**src/rtl/serial_word_collector.sv**
```systemverilog
// Assembles an LSB-first serial bit stream into WIDTH-bit words and hands each
// finished word to a single-entry valid/ready buffer; lost words set a sticky overrun.
module serial_word_collector #(
  parameter int WIDTH = 8,
  parameter int CW    = $clog2(WIDTH)
) (
  input  logic             clk,
  input  logic             rst,
  input  logic             bit_in,
  input  logic             bit_valid,
  input  logic             frame_start,
  output logic [WIDTH-1:0] word_out,
  output logic             word_valid,
  input  logic             word_ready,
  output logic             overrun,
  input  logic             overrun_clr,
  output logic [CW-1:0]    bit_count
);

  logic [WIDTH-1:0] shift_reg;
  logic [WIDTH-1:0] next_shift;
  logic [CW-1:0]    pos;
  logic             complete;
  logic             accept;
  logic             drop;

  // A frame boundary restarts capture at bit 0 and throws away any partial word.
  always_comb begin
    pos        = frame_start ? '0 : bit_count;
    next_shift = frame_start ? '0 : shift_reg;
    next_shift[pos] = bit_in;
    complete   = bit_valid && (pos == CW'(WIDTH - 1));
    accept     = complete && (!word_valid || word_ready);
    drop       = complete && word_valid && !word_ready;
  end

  always_ff @(posedge clk) begin
    if (rst) begin
      shift_reg  <= '0;
      bit_count  <= '0;
      word_out   <= '0;
      word_valid <= 1'b0;
      overrun    <= 1'b0;
    end else begin
      if (bit_valid) begin
        shift_reg <= next_shift;
        bit_count <= complete ? '0 : pos + 1'b1;
      end else if (frame_start) begin
        bit_count <= '0;
      end

      // Loading on a draining edge keeps back-to-back words bubble-free.
      if (accept) begin
        word_out   <= next_shift;
        word_valid <= 1'b1;
      end else if (word_valid && word_ready && !complete) begin
        word_valid <= 1'b0;
      end

      if (drop) begin
        overrun <= 1'b1;
      end else if (overrun_clr) begin
        overrun <= 1'b0;
      end
    end
  end

endmodule
```
**config.mk**
```make
export PLATFORM = sky130hd
export DESIGN_NAME = serial_word_collector
export DESIGN_NICKNAME = d
export VERILOG_FILES = /design/src/rtl/serial_word_collector.sv
export SDC_FILE = /design/constraint.sdc
export NUM_CORES = 1
export LEC_CHECK = 0
export ABC_AREA = 1
export CAP_MARGIN = 10
export CORE_MARGIN = 3
export CORE_UTILIZATION = 50
export CTS_CLUSTER_DIAMETER = 40
export DETAILED_ROUTE_END_ITERATION = 6
export GPL_TIMING_DRIVEN = 0
export HOLD_SLACK_MARGIN = 0.08
export MAX_ROUTING_LAYER = met4
export PLACE_DENSITY = 0.76
export REMOVE_ABC_BUFFERS = 1
export SETUP_SLACK_MARGIN = 0.05
export SYNTH_ARGS = -nofsm -noshare
export SYNTH_HDL_FRONTEND = slang
export SYNTH_SLANG_ARGS = --single-unit
```
**constraint.sdc**
```tcl
create_clock -name clk -period 2.85 [get_ports clk]
set_input_delay 0.4275 -clock clk [delete_from_list [all_inputs] [get_ports clk]]
set_output_delay 0.4275 -clock clk [all_outputs]
set_load 0.02 [all_outputs]
```
==> flow_summary.yaml, run 1 <==
timing:
  drv_slew: 0
  tns_ps: 0
  fin_crit_ps: 2500
  grt_setup_unrepaired: "false"
  slew_headroom_pct: 48.8
  holdWs_ps: 497
  clock.fmax_ghz: 0.400
  setup_viol: 0
  setup_ws_ps: 348
  finalHoldViolCount: 0
  finClkSkew_ps: 6.19
  timing.final.crit_share_pct: 87.8
  worstMarginPinSlew_ps: 766
finish:
  drive_gt1_share_pct: 4.19
  finalNetCount: 201
  area_growth_pct: 18.1
  fillers: 203
  multi_input_area_sq_um: 534
  final_cell_mix: "nand2_1, inv_1, nand3_1"
  seqCellArea_sq_um: 420
  final_common_cell: "nand2_1"
  antenna_cells: 0
yosys:
  syn_inst: 176
  ys.warnings.count: 0
  synth_top_area_share_pct: 37.4
  synth_compound_area_share_pct: 5.78
  synth_area_leaders: "dfxtp_1, nand3_1, nand2_1, inv_1, nor2_1"
  syn-cell-area_sq_um: 1120
  syn_area_per_cell_sq_um: 6.39
  ys_ff_latch: 21
  synthMuxAreaShare_pct: 0
  synth_top_family_by_area: "simple AND/OR/NAND/NOR gates"
  synthAdderAreaFrac_pct: 2.22
  synthXorXnorAreaFrac_pct: 0
  yosysSeqAreaShare_pct: 37.4
  yosys.area.top_type: "dfxtp_1"
  synthSimpleGateAreaFrac_pct: 39.5
  synth_cell_types: 16
setup_path:
  cp_max_fo: 16
  worst_path_dominant_cell_family: "simple AND/OR/NAND/NOR gates"
  r2r_slack_ps: 650
  path_class: "in -> reg"
  cp_cell_sequence: "clkdlybuf4s50_1 > nor2_2 > ha_1 > ha_1 > nand2_1 > nor2_4 > nor2_1 > nor2_1 > nand2_1 > inv_1"
  critical_path_required_ps: 3110
  crit_path_top_delay_cell: "clkdlybuf4s50_1"
  endpoint_kind: "flop"
  cp-start-kind: "input pin"
  cp_num_cells: 10
  crit_buf_inv: 2
  rr_worst_depth: 10
  worstPathArrival_ps: 2760
  critical-path-max-stage-delay_ps: 700
pwr:
  pwr-share-clk_pct: 28.4
  swShare_pct: 26.1
  total_power_mw: 0.512
  combPwrFrac_pct: 11.8
  seqPwrFrac_pct: 59.9
  p_leak_nw: 0.614
  switching_power_mw: 0.133
  cellPowerDensity_nw_per_um2: 385
  vdd_drop_max_mv: 0.346
  p_int_mw: 0.378
route:
  drc: 0
  viasPerCell: 5.02
  wl_per_cell_microns: 11.1
  antenna_left: 0
  totalWireLength_mm: 2.42
  vias: 1094
  drtIter0Drc: 42
  drt_pass1_iterations: 4
global_routing:
  globalRoute.totalOverflow: 0
  grt_pass1_wl_mm: 4.00
  grt_usage_pct: 19.7
  grt_pass1_vias: 974
  antenna_found_initial: 0
  grt_max_degree: 22
clocking:
  numCtsBuffers: 3
  h-tree-depth: 1
  clock_latency_ps: 310
  hold_buffers: 0
  root_buffer: "clkbuf_4"
  ctsResizeCount: 0
  clock_path_buffers: 2
  post_cts_buffers: 0
  cts_tree: "yes"
  clock-sinks: 21
  cts.clk_slew.worst_paths_ps: 120
floorplanning:
  fp.dieW_microns: 53.4
  coreArea_sq_um: 2040
  num_io_pins: 20
  rows: 16
  die_y_microns: 53.4
  start_util_pct: 55.1
  die_area_sq_um: 2850
worst_hold_path:
  holdPathStages: 2
  hold_class: "reg -> reg"
placement:
  place_ws_ps: 53.1
  portBuffers: 19
  dp_hpwl_mm: 1.64
  globalplace.congestion: 0.821
flow_run:
  maxCapViolCount: 0
run_status:
  status: "finished clean"
## layout make-up
cell class                      count  area share, %
Clock buffer                        4           1.98
Inverter                           33           9.32
Sequential cell                    21           31.6
Tap cell                           27           2.54
Timing Repair Buffer               19           14.3
Multi-Input combinational cell    114           40.2
## through the flow
| step | instances | util, % | instance area [sq um] |
|---|---|---|---|
| floorplan | 168 | - | 1080 |
| CTS | 218 | 65.1 | 1330 |
| global route | 218 | 65.1 | 1330 |
| global placement | 214 | 63.8 | 1300 |
| finish | 218 | 65.1 | 1330 |
| detailed placement | 214 | 63.8 | 1300 |
## power by group through the flow
stage	Combinational (mW)	Sequential (mW)	Clock, mW
after detailed placement	0.0592	0.313	0
after global placement	0.0578	0.312	0
after global routing	0.0675	0.307	0.155
after CTS	0.0600	0.306	0.148
after floorplan	0.0301	0.313	0
final	0.0601	0.306	0.145
## path summary, 6_finish.rpt
path                      from          end
setup / recovery   frame_start  word_out[4]
hold / removal         overrun      overrun
setup reg to reg  bit_count[0]  word_out[4]
hold reg to reg        overrun      overrun
## synthesized netlist by cell type
cell type  instances
a21oi_1           12
buf_2              1
buf_4              2
buf_6              1
clkbuf_1           4
dfxtp_1           21
ha_1               2
inv_1             32
inv_2              1
nand2_1           33
nand3_1           28
nand4_1            7
nor2_1            27
nor2_2             2
nor2_4             2
o21ai_0            1
## cell families (layout without fill, tap and decap cells)
group	after synthesis	in the layout
compound gates	13	13
fa+ha+maj	2	2
buf+inv	41	56
flops	21	21
simple gates	99	99
## tightest hold or removal path, cell delays in order, from the launching register on
cell	delay, ps
dfxtp_1	330
nand2_1	70
a21oi_1	60
## routing by layer
| layer | vias to the layer above | share of wire [%] | GRT usage (%) |
|---|---|---|---|
| met5 | - | 0 | - |
| met4 | 0 | 1.8 | 8.94 |
| met3 | 5 | 5.7 | 2.54 |
| met2 | 35 | 45 | 32.7 |
| met1 | 478 | 48 | 23.7 |
| li1 | 576 | - | - |
No activity file was read; power rests on OpenSTA's default activity.
==> inputs of run 2 (changes only) <==
- TNS_END_PERCENT: not set -> 1
- clock period: 2.85 -> 2.6 ns (I/O delays scaled with it)
==> flow_summary.yaml, run 2 (synthesis gave the netlist of run 1 again) <==
pwr:
  swShare_pct: 26.1
  combPwrFrac_pct: 11.8
  total_power_mw: 0.561
  pwr-share-clk_pct: 28.4
  cellPowerDensity_nw_per_um2: 420
  seqPwrFrac_pct: 59.8
  vdd_drop_max_mv: 0.381
  p_leak_nw: 0.624
  switching_power_mw: 0.147
  p_int_mw: 0.415
timing:
  grt_setup_unrepaired: "false"
  tns_ps: 0
  drv_slew: 0
  finClkSkew_ps: 4.76
  finalHoldViolCount: 0
  setup_viol: 0
  slew_headroom_pct: 49.6
  worstMarginPinSlew_ps: 753
  holdWs_ps: 497
  fin_crit_ps: 2180
  timing.final.crit_share_pct: 83.9
  clock.fmax_ghz: 0.458
route:
  top_layer: "met4"
  totalWireLength_mm: 2.41
  wl_per_cell_microns: 11.1
  drtIter0Drc: 36
  route.met2.wl_mm: 1.07
  met3_length_microns: 138
  drc: 0
  vias: 1089
  met1_length_mm: 1.16
  viasPerCell: 5.00
  antenna_left: 0
  drt_pass1_iterations: 4
setup_path:
  cp_cell_sequence: "inv_1 > nor2_2 > ha_1 > ha_1 > nand2_1 > nor2_4 > nor2_1 > nor2_1 > nand2_1 > inv_1"
  endpoint_kind: "flop"
  crit_buf_inv: 2
  crit_path_top_delay_cell: "dfxtp_1"
  worstPathArrival_ps: 2440
  cp_max_fo: 16
  critical-path-max-stage-delay_ps: 530
  worst_path_dominant_cell_family: "simple AND/OR/NAND/NOR gates"
  cp-start-kind: "flop"
  critical_path_required_ps: 2860
  path_class: "reg -> reg"
clocking:
  cts_tree: "yes"
  h-tree-depth: 1
  clock_path_buffers: 2
  cts.clk_slew.worst_paths_ps: 120
  clock-sinks: 21
  numCtsBuffers: 3
  clock_latency_ps: 310
  root_buffer: "clkbuf_4"
finish:
  layout.cells.non_filler: 218
  final_cell_mix: "nand2_1, inv_1, nand3_1"
  area_growth_pct: 18.8
  antenna_cells: 0
  finalNetCount: 201
  drive_gt1_share_pct: 4.19
  final_common_cell: "nand2_1"
  final_area_sq_um: 1340
floorplanning:
  fp.dieW_microns: 53.4
  coreArea_sq_um: 2040
  num_io_pins: 20
  rows: 16
  die_area_sq_um: 2850
  start_util_pct: 55.1
  die_y_microns: 53.4
run_status:
  status: "finished clean"
placement:
  place_inst: 214
  portBuffers: 19
  dpl_cell_area_sq_um: 1300
  globalplace.congestion: 0.821
  dp_hpwl_mm: 1.64
global_routing:
  grt_max_degree: 22
  grt_pass1_wl_mm: 4.00
  globalRoute.totalOverflow: 0
  antenna_found_initial: 0
  grt_pass1_vias: 974
  grt_usage_pct: 19.7
worst_hold_path:
  hold_class: "reg -> reg"
flow_run:
  maxCapViolCount: 0
==> run 2: tightest hold or removal path, cell delays in order (launching register included) <==
cell and delay, ps:
dfxtp_1 330, nand2_1 70, a21oi_1 60
==> run 2: final cells by class <==
cell class | count | area (sq um)
inverters | 33 | 124
flip-flops and latches | 21 | 420
repair buffers | 19 | 193
clock buffers | 4 | 26.3
multi-input cells | 114 | 539
well taps | 27 | 33.8
fillers | 200 | 706
==> run 2: final timing paths <==
path / from / end / slack, ps / cells past startpoint
setup / recovery: bit_count[0] / word_out[4] / 420 / 10
hold / removal: overrun / overrun / 500 / 2
setup reg to reg: bit_count[0] / word_out[4] / 420 / 10
hold reg to reg: overrun / overrun / 500 / 2
==> run 2: metal layers <==
layer | vias up | global-route usage, %
li1 | 578 | -
met1 | 471 | 23.7
met2 | 33 | 32.7
met3 | 7 | 2.54
met4 | 0 | 8.94
met5 | - | -
==> run 2: through the flow <==
stage	setup slack [ps]	utilization, %
floorplan	763	-
global placement	-130	63.8
detailed placement	-159	63.8
CTS	161	65.1
global route	183	65.4
finish	419	65.4
==> run 2: power by group through the flow <==
stage | registers (mW) | clock network [mW] | logic [mW]
final | 0.336 | 0.159 | 0.0662
after global routing | 0.337 | 0.170 | 0.0744
after CTS | 0.336 | 0.163 | 0.0658
after global placement | 0.342 | 0 | 0.0633
after floorplan | 0.343 | 0 | 0.0330
after detailed placement | 0.343 | 0 | 0.0649
==> run 2: repair_timing <==
item,in CTS,in global routing
setup endpoints to repair,0,8
hold buffers,0,0
setup buffers,0,0
gates resized for setup,0,2
